<file path="config.mk">
export PLATFORM = sky130hd
export DESIGN_NAME = regfile_dump_reader
export DESIGN_NICKNAME = d
export VERILOG_FILES = /design/src/rtl/regfile_dump_reader_pkg.sv /design/src/rtl/regfile_dump_reader.sv
export SDC_FILE = /design/constraint.sdc
export NUM_CORES = 1
export LEC_CHECK = 0
export CAP_MARGIN = 20
export CORE_MARGIN = 2
export CORE_UTILIZATION = 43
export CTS_CLUSTER_SIZE = 20
export DETAILED_ROUTE_END_ITERATION = 12
export GPL_TIMING_DRIVEN = 1
export PLACE_DENSITY = 0.94
export SLEW_MARGIN = 15
export SYNTH_ARGS = -nofsm -noshare
export SYNTH_HDL_FRONTEND = slang
export SYNTH_SLANG_ARGS = --single-unit
</file>
<file path="constraint.sdc">
create_clock -name clk -period 4.7 [get_ports clk]
set_clock_uncertainty 0.05 [all_clocks]
set_input_delay 0.705 -clock clk [delete_from_list [all_inputs] [get_ports clk]]
set_output_delay 0.705 -clock clk [all_outputs]
set_load 0.1 [all_outputs]
</file>
<file path="src/rtl/regfile_dump_reader_pkg.sv">
// Shared register-file geometry and dump-reader state encoding.
package regfile_dump_reader_pkg;

    localparam int unsigned REG_ADDR_W = 5;
    localparam int unsigned REG_DATA_W = 32;
    localparam int unsigned NUM_REGS   = 32;

    typedef enum logic [1:0] {
        IDLE  = 2'd0,
        FETCH = 2'd1,
        SEND  = 2'd2,
        FIN   = 2'd3
    } dump_state_e;

endpackage

</file>
<file path="src/rtl/regfile_dump_reader.sv">
// Walks an inclusive register index range and streams {index, data} beats,
// forwarding a same-cycle writeback so each beat reflects post-write state.
module regfile_dump_reader
    import regfile_dump_reader_pkg::*;
#(
    parameter int unsigned ADDR_W = REG_ADDR_W,
    parameter int unsigned DATA_W = REG_DATA_W
) (
    input  logic              clk,
    input  logic              rst,
    input  logic              start,
    input  logic [ADDR_W-1:0] first,
    input  logic [ADDR_W-1:0] last,
    output logic [ADDR_W-1:0] ra,
    input  logic [DATA_W-1:0] busA,
    input  logic              regwr,
    input  logic [ADDR_W-1:0] rw,
    input  logic [DATA_W-1:0] busW,
    output logic              out_valid,
    input  logic              out_ready,
    output logic [ADDR_W-1:0] out_idx,
    output logic [DATA_W-1:0] out_data,
    output logic              busy,
    output logic              done
);

    dump_state_e       state_q, state_d;
    logic [ADDR_W-1:0] cur_q, cur_d;
    logic [ADDR_W-1:0] end_q, end_d;
    logic [ADDR_W-1:0] idx_q, idx_d;
    logic [DATA_W-1:0] data_q, data_d;
    logic              valid_q, valid_d;
    logic              busy_q, busy_d;
    logic              done_q, done_d;

    // Read value as seen after this edge's writeback; index 0 is hardwired zero.
    function automatic logic [DATA_W-1:0] bypass_sel(
        input logic [ADDR_W-1:0] rd_idx,
        input logic [DATA_W-1:0] rd_data,
        input logic              wr_en,
        input logic [ADDR_W-1:0] wr_idx,
        input logic [DATA_W-1:0] wr_data
    );
        if (rd_idx == '0) begin
            return '0;
        end
        if (wr_en && (wr_idx == rd_idx)) begin
            return wr_data;
        end
        return rd_data;
    endfunction

    always_comb begin
        state_d = state_q;
        cur_d   = cur_q;
        end_d   = end_q;
        idx_d   = idx_q;
        data_d  = data_q;
        valid_d = valid_q;

        unique case (state_q)
            IDLE: begin
                if (start) begin
                    if (first <= last) begin
                        cur_d   = first;
                        end_d   = last;
                        state_d = FETCH;
                    end else begin
                        state_d = FIN;
                    end
                end
            end
            FETCH: begin
                data_d  = bypass_sel(cur_q, busA, regwr, rw, busW);
                idx_d   = cur_q;
                valid_d = 1'b1;
                state_d = SEND;
            end
            SEND: begin
                if (valid_q && out_ready) begin
                    valid_d = 1'b0;
                    if (cur_q == end_q) begin
                        state_d = FIN;
                    end else begin
                        cur_d   = cur_q + ADDR_W'(1);
                        state_d = FETCH;
                    end
                end
            end
            FIN: begin
                state_d = IDLE;
            end
            default: begin
                state_d = IDLE;
            end
        endcase

        // Status flags are registered views of the state being entered.
        busy_d = (state_d == FETCH) || (state_d == SEND);
        done_d = (state_d == FIN);
    end

    always_ff @(posedge clk) begin
        if (rst) begin
            state_q <= IDLE;
            cur_q   <= '0;
            end_q   <= '0;
            idx_q   <= '0;
            data_q  <= '0;
            valid_q <= 1'b0;
            busy_q  <= 1'b0;
            done_q  <= 1'b0;
        end else begin
            state_q <= state_d;
            cur_q   <= cur_d;
            end_q   <= end_d;
            idx_q   <= idx_d;
            data_q  <= data_d;
            valid_q <= valid_d;
            busy_q  <= busy_d;
            done_q  <= done_d;
        end
    end

    // cur only moves at start/handshake edges, so it already holds between fetches.
    assign ra        = cur_q;
    assign out_valid = valid_q;
    assign out_idx   = idx_q;
    assign out_data  = data_q;
    assign busy      = busy_q;
    assign done      = done_q;

endmodule

</file>
==> impl_metrics.ini <==
[outcome]
run_status = completed

[global_routing]
grt-ovfl-total = 0
number_of_global_route_vias_before_repair = 2336
grt_start_max_net_pins = 33
antenna_found_initial = 0
total_routing_usage_reported_by_global_routing_pct = 21.5
grt_pass1_wl_um = 10800

[clock_network]
post_cts_setup_repair_bufs = 0
tritoncts = yes
cts-root-to-sink-buffers = 2
clock_transition_time_at_the_flip_flop_clock_pins_of_the_worst_setup_and_hold_paths_ps = 90
postCtsResizedCells = 0
h-tree-depth = 2
numCtsBuffers = 5
cts_num_sinks = 52
clock_latency_ps = 300
cts-root-buf = sky130_fd_sc_hd__clkbuf_8
postCtsHoldBufs = 0

[sta]
timing_max_transition_violations_final = 0
tns_ps = 0
worst_slew_pin_slew_ps = 1060
fmax_ghz = 0.349
layout_min_cycle_time_ps = 2870
final.period_utilization_pct = 61.0
rsz_0062_raised_after_global_routing = false
slew_headroom_pct = 29.3
hold_viol_final = 0
final-setup-viol-count = 0

[power]
total_power_w = 0.00126
worst_ir_drop_vdd_uv = 269
power_density_nw_per_um2 = 325
leakage_nw = 1.40

[route]
detail-route-antenna-nets = 0
post-route-drc-count = 0
detail_route.wirelength_um = 7100
drt-vias-per-instance = 5.17
wire_per_inst_um = 15.1
detail_route.first_pass.iterations = 4
vias = 2429
drt-initial-drc-count = 95

[synthesis]
synthArstFlopShare_pct = 0
synth_enable_flop_cells = 0
synth.cells.most_frequent = sky130_fd_sc_hd__dfxtp_1 (52), sky130_fd_sc_hd__nand2_1 (49), sky130_fd_sc_hd__mux2i_1 (38), sky130_fd_sc_hd__o21ai_1 (30), sky130_fd_sc_hd__a21oi_1 (12)
synth_xor_xnor_area_share_pct = 4.53
synth.ff_latch_count = 52
synth_area_per_cell_um2 = 8.97
largest_family_of_logic_cells_by_synthesized_area = multiplexers
yosys.area.top_type_share_pct = 41.4
sequential_area_share_after_synthesis_pct = 41.4
ys_warn_count = 0
synth_fp_nets = 372
synth.distinct_cells = 35
ys_dominant_reg_cell = sky130_fd_sc_hd__dfxtp_1
yosys.area.top_type = sky130_fd_sc_hd__dfxtp_1
synth_mux_area_share_pct = 15.1
synth_cells = 280
synthSimpleGateAreaFrac_pct = 13.8
netlist_top_cells_area = sky130_fd_sc_hd__dfxtp_1 (41%), sky130_fd_sc_hd__mux2i_1 (15%), sky130_fd_sc_hd__nand2_1 (7.3%)
synth_compound_area_share_pct = 13.9
post_synth_instance_area_um2 = 2510
post_synth_adder_cell_area_pct = 3.98
yosysMostFrequentCell = sky130_fd_sc_hd__dfxtp_1

[final_layout]
ff_latch_area_um2 = 1040
fin_nets = 489
drive_gt1_share_pct = 3.52
multi_input_comb_area_um2 = 1290
fill_cells = 433
num_antenna_cells = 0
postLayoutCellArea_um2 = 3860
areaGrowthSynthToFinish_pct = 53.8
number_of_standard_cells_in_the_final_layout_excluding_fillers = 470

[worst_setup_path]
worstSetupPathDepth = 1
critPathKind = flop to output port
slowest_stage_cell_crit_path = sky130_fd_sc_hd__clkdlybuf4s50_1
timing.critical_path.cells = clkdlybuf4s50_1
cp_data_required_time_ps = 3940
crit_fanout = 8
timing.critical_path.buf_inv = 1
worst_setup_path_end_kind = output port
r2r_cells = 5
critical-path-top-delay-family = buffers and inverters
critical_path.max_stage_delay_ps = 1220
worstSetupStartpointType = flop
arrival_ps = 2110

[placement]
globalplace.congestion = 0.910
port_buffers = 128
place.detailed.instances = 462
post_placement_cell_area_um2 = 3750
dp.final_hpwl_um = 5510

[hold_path]
hold_path_class = flop to flop
instance_count_along_the_most_critical_hold_path = 2

[die]
die_w_um = 80.4
design.die.area_um2 = 6470
placement_rows = 27
die-height_um = 80.4
count_of_boundary_i_o_pins = 129
coreArea_um2 = 5570
effective_utilization_at_floorplan_pct = 45.1

[flow_run]
max-cap-violations = 0
-- cells by family (layout without fill, tap and decap cells) --
kind of cell | Yosys count | in the layout
simple gates | 80 | 80
compound gates | 61 | 61
flops | 52 | 52
mux | 38 | 38
buf+inv | 28 | 146
xor+xnor | 13 | 13
fa+ha+maj | 8 | 8
-- path summary, 6_finish.rpt --
path	startpoint	end	slack [ps]
setup / recovery	ra[3]	ra[3]	1830
hold / removal	out_data[5]	out_data[5]	400
setup reg to reg	ra[3]	out_data[6]	2220
hold reg to reg	out_data[5]	out_data[5]	400
-- final cells by class --
class                      instances  share of cell area, %
clock buffer                       5                   1.78
inverter                           9                  0.874
multi-input combinational        200                   33.5
clock inverter                     3                   1.20
tap                               72                   2.33
sequential                        52                   26.9
timing repair buffer             129                   33.4
-- power by group --
group	switching [W]	leakage, nW	internal, W
logic	0.000284	0.925	0.000157
clock network	0.000151	0.0548	0.000160
registers	0.0000319	0.422	0.000470
total	0.000467	1.40	0.000788
-- metal layers --
metal	vias up	share of wire, %	track usage (%)
li1	1194	-	-
met1	1102	38	23.4
met2	114	51	40.1
met3	19	9.0	5.51
met4	0	2.0	6.95
met5	-	0	0
-- registers in the layout, indices dropped and copies added, names as in the netlist --
| signal | count |
|---|---|
| out_data | 32 |
| end_q | 5 |
| out_idx | 5 |
| ra | 5 |
| state_q | 2 |
| busy | 1 |
| done | 1 |
| out_valid | 1 |
-- cell usage in the layout (no fill, tap or decap), drive strengths merged, types with 4 or more instances in the layout --
cell type / Yosys / routed
clkdlybuf4s50: 0 / 128
o21ai: 35 / 35
a21oi: 13 / 13
dfxtp: 52 / 52
nand3: 4 / 4
ha: 8 / 8
inv: 9 / 10
clkbuf: 11 / 5
xor2: 11 / 11
mux2i: 38 / 38
nand2: 49 / 49
o2111ai: 4 / 4
nor2b: 5 / 5
nor2: 11 / 11
-- through the flow --
step	hold WS (ps)	setup WS (ps)	utilization, %
finish	402	1830	69.3
global route	423	1780	69.3
CTS	405	1830	69.3
detailed placement	392	1590	67.3
global placement	385	1670	67.3
floorplan	430	2270	-
Note: power is estimated with default switching activity, not from simulation.
